--- config.mk ---
export PLATFORM = sky130hd
export DESIGN_NAME = eth_phy_10g_rx_block_lock_ml_flat
export DESIGN_NICKNAME = d
export VERILOG_FILES = /design/src/rtl/eth_phy_10g_rx_block_lock_ml_if.sv /design/src/rtl/eth_phy_10g_rx_block_lock_ml.sv /design/src/flat_wrapper.sv
export SDC_FILE = /design/constraint.sdc
export NUM_CORES = 1
export LEC_CHECK = 0
export BUFFER_PORTS_ARGS = -buffer_cell sky130_fd_sc_hd__buf_2
export CAP_MARGIN = 20
export CORE_ASPECT_RATIO = 0.9
export CORE_UTILIZATION = 60
export DETAILED_ROUTE_END_ITERATION = 12
export PLACE_DENSITY = 0.78
export SYNTH_ARGS = -nofsm -noshare
export SYNTH_HDL_FRONTEND = slang
export SYNTH_SLANG_ARGS = --single-unit
--- constraint.sdc ---
create_clock -name rx_clk -period 2.75 [get_ports rx_clk]
set_input_delay 0.55 -clock rx_clk [delete_from_list [all_inputs] [get_ports rx_clk]]
set_output_delay 0.55 -clock rx_clk [all_outputs]
set_load 0.01 [all_outputs]
--- src/rtl/eth_phy_10g_rx_block_lock_ml_if.sv ---
// SERDES-facing bundle for the 10G RX block-lock: per-lane sync headers in,
// bitslip/reset requests and lock status out.
interface eth_phy_10g_rx_block_lock_ml_if #(
    parameter int unsigned LANES     = 4,
    parameter int unsigned HDR_WIDTH = 2
);
    logic [LANES*HDR_WIDTH-1:0] serdes_rx_hdr;
    logic [LANES-1:0]           serdes_rx_hdr_valid;
    logic [LANES-1:0]           serdes_rx_bitslip;
    logic [LANES-1:0]           serdes_rx_reset_req;
    logic [LANES-1:0]           rx_block_lock;
    logic                       rx_all_lock;
    logic [LANES*8-1:0]         rx_lock_loss_count;

    modport master (
        output serdes_rx_hdr, serdes_rx_hdr_valid,
        input  serdes_rx_bitslip, serdes_rx_reset_req, rx_block_lock,
        input  rx_all_lock, rx_lock_loss_count
    );

    modport slave (
        input  serdes_rx_hdr, serdes_rx_hdr_valid,
        output serdes_rx_bitslip, serdes_rx_reset_req, rx_block_lock,
        output rx_all_lock, rx_lock_loss_count
    );
endinterface

--- src/rtl/eth_phy_10g_rx_block_lock_ml.sv ---
// Multi-lane 64b/66b block lock: per-lane sync-header hunt with bitslip,
// lock-loss monitoring, slip-limit SERDES reset request and all-lane lock.
module eth_phy_10g_rx_block_lock_ml #(
    parameter int unsigned LANES               = 4,
    parameter int unsigned HDR_WIDTH           = 2,
    parameter int unsigned SH_WINDOW           = 64,
    parameter int unsigned SH_INVALID_MAX      = 16,
    parameter int unsigned BITSLIP_HIGH_CYCLES = 1,
    parameter int unsigned BITSLIP_LOW_CYCLES  = 8,
    parameter int unsigned SLIP_LIMIT          = 66
) (
    input  logic                         rx_clk,
    input  logic                         rx_rst_n,
    eth_phy_10g_rx_block_lock_ml_if.slave bus
);

    localparam int unsigned SH_W    = $clog2(SH_WINDOW) + 1;
    localparam int unsigned INV_W   = $clog2(SH_INVALID_MAX + 1);
    localparam int unsigned SLIP_W  = $clog2(SLIP_LIMIT + 1);
    localparam int unsigned TMR_MAX = (BITSLIP_HIGH_CYCLES > BITSLIP_LOW_CYCLES) ?
                                      BITSLIP_HIGH_CYCLES : BITSLIP_LOW_CYCLES;
    localparam int unsigned TMR_W   = $clog2(TMR_MAX + 1);

    typedef enum logic [1:0] {
        ST_UNLOCKED,
        ST_LOCKED,
        ST_SLIP_HIGH,
        ST_SLIP_WAIT
    } state_e;

    logic [LANES-1:0] w_lock_vec;
    logic             r_all_lock;

    for (genvar l = 0; l < LANES; l++) begin : g_lane
        state_e             r_state, w_state_nxt;
        logic [SH_W-1:0]    r_sh_cnt, w_sh_cnt_nxt;
        logic [INV_W-1:0]   r_inv_cnt, w_inv_cnt_nxt;
        logic [SLIP_W-1:0]  r_slip_cnt, w_slip_cnt_nxt;
        logic [TMR_W-1:0]   r_tmr, w_tmr_nxt;
        logic [7:0]         r_llc, w_llc_nxt;
        logic               r_lock, w_lock_nxt;
        logic               r_bitslip, w_bitslip_nxt;
        logic               r_rst_req, w_rst_req_nxt;
        logic               w_slip_start;
        logic [1:0]         w_hdr;
        logic               w_hdr_ok;
        logic               w_qual;

        assign w_hdr    = bus.serdes_rx_hdr[l*HDR_WIDTH +: 2];
        assign w_hdr_ok = w_hdr[1] ^ w_hdr[0];
        assign w_qual   = bus.serdes_rx_hdr_valid[l];

        // Next-state and registered-output decisions for one lane.
        always_comb begin
            w_state_nxt    = r_state;
            w_sh_cnt_nxt   = r_sh_cnt;
            w_inv_cnt_nxt  = r_inv_cnt;
            w_slip_cnt_nxt = r_slip_cnt;
            w_tmr_nxt      = r_tmr;
            w_llc_nxt      = r_llc;
            w_lock_nxt     = r_lock;
            w_rst_req_nxt  = 1'b0;
            w_slip_start   = 1'b0;

            case (r_state)
                ST_UNLOCKED: begin
                    if (w_qual) begin
                        if (!w_hdr_ok) begin
                            w_sh_cnt_nxt = '0;
                            w_slip_start = 1'b1;
                        end else if (r_sh_cnt == SH_W'(SH_WINDOW - 1)) begin
                            w_state_nxt    = ST_LOCKED;
                            w_lock_nxt     = 1'b1;
                            w_sh_cnt_nxt   = '0;
                            w_inv_cnt_nxt  = '0;
                            w_slip_cnt_nxt = '0;
                        end else begin
                            w_sh_cnt_nxt = r_sh_cnt + SH_W'(1);
                        end
                    end
                end
                ST_LOCKED: begin
                    // Loss takes precedence over window completion on the same header.
                    if (w_qual) begin
                        if (!w_hdr_ok && r_inv_cnt == INV_W'(SH_INVALID_MAX - 1)) begin
                            w_lock_nxt    = 1'b0;
                            w_sh_cnt_nxt  = '0;
                            w_inv_cnt_nxt = '0;
                            w_slip_start  = 1'b1;
                            if (r_llc != 8'hFF) w_llc_nxt = r_llc + 8'd1;
                        end else if (r_sh_cnt == SH_W'(SH_WINDOW - 1)) begin
                            w_sh_cnt_nxt  = '0;
                            w_inv_cnt_nxt = '0;
                        end else begin
                            w_sh_cnt_nxt = r_sh_cnt + SH_W'(1);
                            if (!w_hdr_ok) w_inv_cnt_nxt = r_inv_cnt + INV_W'(1);
                        end
                    end
                end
                ST_SLIP_HIGH: begin
                    if (r_tmr == TMR_W'(BITSLIP_HIGH_CYCLES - 1)) begin
                        w_tmr_nxt   = '0;
                        w_state_nxt = ST_SLIP_WAIT;
                    end else begin
                        w_tmr_nxt = r_tmr + TMR_W'(1);
                    end
                end
                ST_SLIP_WAIT: begin
                    if (r_tmr == TMR_W'(BITSLIP_LOW_CYCLES - 1)) begin
                        w_tmr_nxt   = '0;
                        w_state_nxt = ST_UNLOCKED;
                    end else begin
                        w_tmr_nxt = r_tmr + TMR_W'(1);
                    end
                end
                default: w_state_nxt = ST_UNLOCKED;
            endcase

            if (w_slip_start) begin
                w_state_nxt = ST_SLIP_HIGH;
                w_tmr_nxt   = '0;
                if (r_slip_cnt == SLIP_W'(SLIP_LIMIT - 1)) begin
                    w_slip_cnt_nxt = '0;
                    w_rst_req_nxt  = 1'b1;
                end else begin
                    w_slip_cnt_nxt = r_slip_cnt + SLIP_W'(1);
                end
            end

            w_bitslip_nxt = (w_state_nxt == ST_SLIP_HIGH);
        end

        always_ff @(posedge rx_clk or negedge rx_rst_n) begin
            if (!rx_rst_n) begin
                r_state    <= ST_UNLOCKED;
                r_sh_cnt   <= '0;
                r_inv_cnt  <= '0;
                r_slip_cnt <= '0;
                r_tmr      <= '0;
                r_llc      <= '0;
                r_lock     <= 1'b0;
                r_bitslip  <= 1'b0;
                r_rst_req  <= 1'b0;
            end else begin
                r_state    <= w_state_nxt;
                r_sh_cnt   <= w_sh_cnt_nxt;
                r_inv_cnt  <= w_inv_cnt_nxt;
                r_slip_cnt <= w_slip_cnt_nxt;
                r_tmr      <= w_tmr_nxt;
                r_llc      <= w_llc_nxt;
                r_lock     <= w_lock_nxt;
                r_bitslip  <= w_bitslip_nxt;
                r_rst_req  <= w_rst_req_nxt;
            end
        end

        assign w_lock_vec[l]                   = r_lock;
        assign bus.rx_block_lock[l]            = r_lock;
        assign bus.serdes_rx_bitslip[l]        = r_bitslip;
        assign bus.serdes_rx_reset_req[l]      = r_rst_req;
        assign bus.rx_lock_loss_count[l*8 +: 8] = r_llc;
    end

    // All-lane lock trails the per-lane lock registers by one cycle.
    always_ff @(posedge rx_clk or negedge rx_rst_n) begin
        if (!rx_rst_n) r_all_lock <= 1'b0;
        else           r_all_lock <= &w_lock_vec;
    end

    assign bus.rx_all_lock = r_all_lock;

endmodule

--- src/flat_wrapper.sv ---
// flat-port wrapper written by rule: the top's interface ports become plain ports
module eth_phy_10g_rx_block_lock_ml_flat 
#(
    parameter int unsigned LANES               = 4,
    parameter int unsigned HDR_WIDTH           = 2,
    parameter int unsigned SH_WINDOW           = 64,
    parameter int unsigned SH_INVALID_MAX      = 16,
    parameter int unsigned BITSLIP_HIGH_CYCLES = 1,
    parameter int unsigned BITSLIP_LOW_CYCLES  = 8,
    parameter int unsigned SLIP_LIMIT          = 66
)
  (rx_clk, rx_rst_n, bus_serdes_rx_hdr, bus_serdes_rx_hdr_valid, bus_serdes_rx_bitslip, bus_serdes_rx_reset_req, bus_rx_block_lock, bus_rx_all_lock, bus_rx_lock_loss_count);
  eth_phy_10g_rx_block_lock_ml_if #(.LANES(LANES), .HDR_WIDTH(HDR_WIDTH)) bus_i ();
  input  logic rx_clk;
  input  logic rx_rst_n;
  input wire logic [$bits(bus_i.serdes_rx_hdr)-1:0] bus_serdes_rx_hdr;
  input wire logic [$bits(bus_i.serdes_rx_hdr_valid)-1:0] bus_serdes_rx_hdr_valid;
  output wire logic [$bits(bus_i.serdes_rx_bitslip)-1:0] bus_serdes_rx_bitslip;
  output wire logic [$bits(bus_i.serdes_rx_reset_req)-1:0] bus_serdes_rx_reset_req;
  output wire logic [$bits(bus_i.rx_block_lock)-1:0] bus_rx_block_lock;
  output wire logic [$bits(bus_i.rx_all_lock)-1:0] bus_rx_all_lock;
  output wire logic [$bits(bus_i.rx_lock_loss_count)-1:0] bus_rx_lock_loss_count;
  assign bus_i.serdes_rx_hdr = bus_serdes_rx_hdr;
  assign bus_i.serdes_rx_hdr_valid = bus_serdes_rx_hdr_valid;
  assign bus_serdes_rx_bitslip = bus_i.serdes_rx_bitslip;
  assign bus_serdes_rx_reset_req = bus_i.serdes_rx_reset_req;
  assign bus_rx_block_lock = bus_i.rx_block_lock;
  assign bus_rx_all_lock = bus_i.rx_all_lock;
  assign bus_rx_lock_loss_count = bus_i.rx_lock_loss_count;
  eth_phy_10g_rx_block_lock_ml #(.LANES(LANES), .HDR_WIDTH(HDR_WIDTH), .SH_WINDOW(SH_WINDOW), .SH_INVALID_MAX(SH_INVALID_MAX), .BITSLIP_HIGH_CYCLES(BITSLIP_HIGH_CYCLES), .BITSLIP_LOW_CYCLES(BITSLIP_LOW_CYCLES), .SLIP_LIMIT(SLIP_LIMIT)) u_core (.rx_clk(rx_clk), .rx_rst_n(rx_rst_n), .bus(bus_i));
endmodule
==> Word level (Yosys, flattened, before mapping) <==
Index checks and enable logic that the tools add are counted.
Widths: inputs -> output; s select.
{ "op_classes": {"n_addsub": 20, "n_eq_ne": 60, "mux": 176, "bitwise_logic": 4, "n_reduce_logical": 61} }
{ "op_table": {"columns": ["op", "n"], "rows": [
  ["$mux 7", 44],
  ["$mux 5", 28],
  ["$add 7x1->7 const B", 8],
  ["$pmux 7 s2", 4],
  ["$mux 2", 24],
  ["$mux 4", 12],
  ["$reduce_and 6->1", 8],
  ["$mux 1", 44],
  ["$pmux 5 s2", 4],
  ["$reduce_bool 2->1", 20],
  ["$reduce_and 4->1", 9],
  ["$add 8x1->8 const B", 4],
  ["$ne 8x8->1 const B", 4],
  ["$pmux 4 s2", 4],
  ["$eq 7x6->1 const B", 4],
  ["$eq 7x7->1 const B", 4],
  ["$eq 2x2->1 const B", 12],
  ["$ne 2x1->1 const B", 12],
  ["$pmux 2 s3", 4],
  ["$add 5x1->5 const B", 4],
  ["$eq 5x4->1 const B", 4],
  ["$add 4x1->4 const B", 4],
  ["$eq 4x3->1 const B", 4],
  ["$logic_not 4->1", 4],
  ["10 further kinds", 48]
]} }
{ "word_totals": {"register_bits": 145, "output_inout_bits": 45, "wordCells": 358} }

==> Logic depth before layout (Yosys ltp) <==
{ "logic_depth": {"ltp_word": 8, "ltp_mapped": 8, "mapped_depth_nobuf": 7} }

==> Worst setup path before layout <==
OpenSTA, ideal clock, no wires.
{ "synth_path": {"path_kind": "reg2reg", "from": "register u_core.g_lane[3].r_inv_cnt[0]", "to": "register u_core.g_lane[3].r_slip_cnt[4]", "arrival_time_ns": 1.906, "setup_slack_ns": 0.720, "stages_incl_launch_ff": 9, "path_cell_list": "dfrtp_1 > ha_1 > and3_1 > ha_1 > nand2b_1 > and3_1 > buf_2 > and3_1 > a211o_1"} }
{ "synth_via": {"elab_chain_len": 7, "word_cells_on_any_way": 11} }
{ "synth_lines": {"columns": ["item", "line_no", "rtl"], "rows": [
  ["start: declaration", "eth_phy_10g_rx_block_lock_ml.sv:37", "logic [INV_W-1:0] r_inv_cnt, w_inv_cnt_nxt;"],
  ["start signal: assignment", "eth_phy_10g_rx_block_lock_ml.sv:147", "r_inv_cnt <= w_inv_cnt_nxt;"],
  ["$eq 5x4->1 *", "eth_phy_10g_rx_block_lock_ml.sv:85", "if (!w_hdr_ok && r_inv_cnt == INV_W'(SH_INVALID_MAX - 1)) begin"],
  ["$logic_and 1x1->1 *", "eth_phy_10g_rx_block_lock_ml.sv:85", null],
  ["$mux 1 *", "eth_phy_10g_rx_block_lock_ml.sv:85", null],
  ["$mux 1 *", "eth_phy_10g_rx_block_lock_ml.sv:84", "if (w_qual) begin"],
  ["$pmux 1 s2 *", "eth_phy_10g_rx_block_lock_ml.sv:65", "case (r_state)"],
  ["$reduce_bool 2->1 (no source line)", null, null],
  ["$reduce_and 4->1 (no source line)", null, null],
  ["end signal: assignment", "eth_phy_10g_rx_block_lock_ml.sv:148", "r_slip_cnt <= w_slip_cnt_nxt;"],
  ["end: declaration", "eth_phy_10g_rx_block_lock_ml.sv:38", "logic [SLIP_W-1:0] r_slip_cnt, w_slip_cnt_nxt;"]
]} }
Mark *: on every way between the ends. The rest lies on a longest branch, timed or not.
A chain may end at the register's enable or synchronous reset.

==> Final worst setup path <==
{ "layout_path": {"from": "register u_core.g_lane[1].r_inv_cnt[0]", "to": "register u_core.g_lane[1].r_inv_cnt[2]"} }
{ "layout_via": {"elab_chain_len": 6, "word_cells_on_any_way": 10} }
{ "layout_lines": {"columns": ["item", "line_no", "rtl"], "rows": [
  ["start: declaration", "eth_phy_10g_rx_block_lock_ml.sv:37", null],
  ["start signal: assignment", "eth_phy_10g_rx_block_lock_ml.sv:147", null],
  ["$add 5x1->5", "eth_phy_10g_rx_block_lock_ml.sv:96", "if (!w_hdr_ok) w_inv_cnt_nxt = r_inv_cnt + INV_W'(1);"],
  ["$mux 5", "eth_phy_10g_rx_block_lock_ml.sv:96", null],
  ["$mux 5", "eth_phy_10g_rx_block_lock_ml.sv:91", "end else if (r_sh_cnt == SH_W'(SH_WINDOW - 1)) begin"],
  ["$mux 5", "eth_phy_10g_rx_block_lock_ml.sv:85", null],
  ["$mux 5", "eth_phy_10g_rx_block_lock_ml.sv:84", null],
  ["$pmux 5 s2", "eth_phy_10g_rx_block_lock_ml.sv:65", null]
]} }
Several ways; a longest one is shown, not always the timed one. The select of a mux whose other input is x is not followed.

==> impl_metrics.json <==
{
  "status": "finished, final reports clean",
  "antenna_found_initial": 0,
  "drt_iter0_drc": 320,
  "maxCapViolations": 0,
  "dr_total_vias": 6238,
  "grt_pass1_vias": 5896,
  "yosysWarningCount": 0,
  "arrival_ns": 2.60,
  "period_minus_slack_ns": 2.237,
  "power_density_nw_per_um2": 876.4,
  "multi_input_area_um2": 4088,
  "slowest_delay_ns": 0.42,
  "grt_pass1_wl_um": 27050,
  "path_buf_inv": 0,
  "ys_seq_area_share_pct": 45.13,
  "cts-resized-gates": 0,
  "synthTopCellsByArea": "dfrtp_1 (45%), ha_1 (5.0%), nand3_1 (3.5%)",
  "drv_slew": 0,
  "ys_types": 73,
  "drive_gt1_share_pct": 15.38,
  "crit_path_cell_trace": "ha_1 -> and3_1 -> ha_1 -> nand2b_1 -> or3_1 -> nor4b_1 -> a221o_1",
  "path_max_fanout": 5,
  "die_x_um": 124.0,
  "fin_worst_skew_ns": 0.006640,
  "gr-total-overflow": 0,
  "pwr-share-comb_pct": 28.2,
  "synth_seq_cells": 145,
  "synth_flop_cell": "dfrtp_1",
  "critPathKind": "flip-flop to flip-flop",
  "synth_top_area_share_pct": 45.13,
  "p_leak_uw": 0.004316,
  "finalWirelength_um": 16090,
  "internal-power_uw": 5128,
  "finalHoldViolations": 0,
  "cts_tree": "yes",
  "drc": 0,
  "synth_area_per_cell_um2": 9.988,
  "die_area_um2": 13870,
  "cpMostUsedCell": "ha_1",
  "finalSetupViolations": 0,
  "die_h_um": 111.8,
  "ios": 59,
  "ant_nets": 0,
  "cts_root_buffer": "clkbuf_16",
  "gp_congestion": 0.8647,
  "vdd_drop_max_mv": 0.4912,
  "num_antenna_cells": 0,
  "fp-row-count": 39,
  "post-synth-top-count-cell": "dfrtp_1",
  "finalSetupTns_ns": 0,
  "endpoint_kind": "flip-flop",
  "ys_top_cells_by_count": "dfrtp_1 (145), nand2_1 (65), nand3_1 (57)",
  "drt_pass1_iterations": 5,
  "stdcell_area_um2": 9022,
  "holdCritPathClass": "input port to asynchronous set/reset pin",
  "fill_cells": 962,
  "dp.final_hpwl_um": 11200,
  "seq_area_um2": 3628,
  "power.share.sequential_pct": 43.0,
  "syn_area_um2": 8040,
  "fin_crit_sh_pct": 81.36,
  "synthesis.nets": 851,
  "required_ns": 3.11,
  "port_buffers": 58,
  "clock_insertion_delay_worst_skew_ns": 0.43,
  "start_util_pct": 62.41,
  "routedWlPerCell_um": 15.55,
  "switching_power_uw": 2779,
  "p_sw_share_pct": 35.15,
  "maxSlewHeadroom_pct": 57.08,
  "syn_to_final_growth_pct": 12.22,
  "nets": 905,
  "synth_edf_count": 0,
  "cts.sinks": 145,
  "rsz0062_at_grt": "false",
  "htree_levels": 4,
  "yosys.area.top_type": "dfrtp_1",
  "synthCells": 805,
  "clk_pin_slew_ns": 0.06,
  "grt_max_degree": 64,
  "place_area_um2": 8433,
  "vias_per_cell": 6.027,
  "clk_path_buf_depth": 2,
  "worst_slew_pin_slew_ns": 0.6425,
  "async_flop_share_pct": 100.0,
  "cts_hold_buf": 0,
  "crit_slowest_cell": "dfrtp_1",
  "dp_cells": 1004,
  "final_cells": 1035,
  "start_kind": "flip-flop",
  "pwr-share-clk_pct": 28.8,
  "post_cts_buffers": 0,
  "crit_family": "simple AND/OR/NAND/NOR gates",
  "grtUsageTotal_pct": 24.77,
  "fmax_ghz": 0.4470,
  "core_um2": 12880,
  "numCtsBuffers": 17
}
## power by group through the flow
stage,clock network [uW],registers (uW),logic (uW)
floorplan,0,3160,1880
global placement,0,3360,2090
detailed placement,0,3410,2210
CTS,2310,3380,2240
global route,2400,3490,2550
finish,2280,3400,2230
## cell families after synthesis
| logic type | after synthesis | synth area share (%) |
|---|---|---|
| simple gates | 339 | 24.10 |
| fa+ha+maj | 32 | 4.980 |
| compound gates | 153 | 13.71 |
| buf+inv | 71 | 4.030 |
| mux | 19 | 2.521 |
| flops | 145 | 45.13 |
| xor+xnor | 46 | 5.524 |
## area by class of cell
cell class / instances / share of cell area, %
clock buffer: 21 / 5.325
clock inverter: 10 / 1.206
inverter: 42 / 1.747
multi-input combinational: 589 / 45.31
sequential: 145 / 40.22
tap: 164 / 2.274
timing repair buffer: 64 / 3.925
## layer usage
layer / track usage (%) / wire length [um] / vias up / part of all wire, %
met1: 30.67 / 7121 / 3067 / 44
met4: 10.48 / 425 / 0 / 2.6
met5: 0 / 0 / - / 0
li1: - / - / 3025 / -
met3: 6.455 / 609 / 34 / 3.8
met2: 40.74 / 7933 / 112 / 49
## cell usage in the layout, fill, tap and decap left out, drive strengths merged, types with 23 or more instances in the layout
| cell type | n |
|---|---|
| dfrtp | 145 |
| nor2 | 45 |
| nand4 | 23 |
| o21ai | 36 |
| nand2 | 65 |
| xor2 | 29 |
| buf | 64 |
| ha | 32 |
| inv | 42 |
| nand3 | 59 |
## state kept, by name, summed over array words and instances (netlist names)
signal,count
u_core.g_lane.r_slip_cnt,28
u_core.g_lane.r_bitslip,4
u_core.g_lane.r_tmr,16
u_core.g_lane.r_state,8
u_core.bus.rx_all_lock,1
u_core.g_lane.r_lock,4
u_core.g_lane.r_llc,32
u_core.g_lane.r_inv_cnt,20
u_core.g_lane.r_rst_req,4
u_core.g_lane.r_sh_cnt,28
## worst paths after layout
kind | start | slack (ns) | cells after the start | to
min in group rx_clk | u_core.g_lane[1].r_llc[6] | 0.48 | 1 | u_core.g_lane[1].r_llc[6]
min reg2reg | u_core.g_lane[1].r_llc[6] | 0.48 | 1 | u_core.g_lane[1].r_llc[6]
min | rx_rst_n | 0.10 | 1 | u_core.g_lane[1].r_tmr[2]
max | u_core.g_lane[1].r_inv_cnt[0] | 0.51 | 7 | u_core.g_lane[1].r_inv_cnt[2]
max in group asynchronous | rx_rst_n | 1.97 | 2 | u_core.g_lane[0].r_inv_cnt[4]
max reg2reg | u_core.g_lane[1].r_inv_cnt[0] | 0.51 | 7 | u_core.g_lane[1].r_inv_cnt[2]
## per-stage QoR
step	util (%)	worst slack, ns	total power, uW	hold slack (ns)
3_3_place_gp	65.46	0.6497	5450	0.4696
2_1_floorplan	-	0.7205	5041	0.2544
6_report	70.04	0.5126	7907	0.1024
3_5_place_dp	65.46	0.5495	5615	0.4773
4_1_cts	70.04	0.5255	7934	0.1260
5_1_grt	70.04	0.3422	8443	0.1482
(Power assumes the default switching activity.)
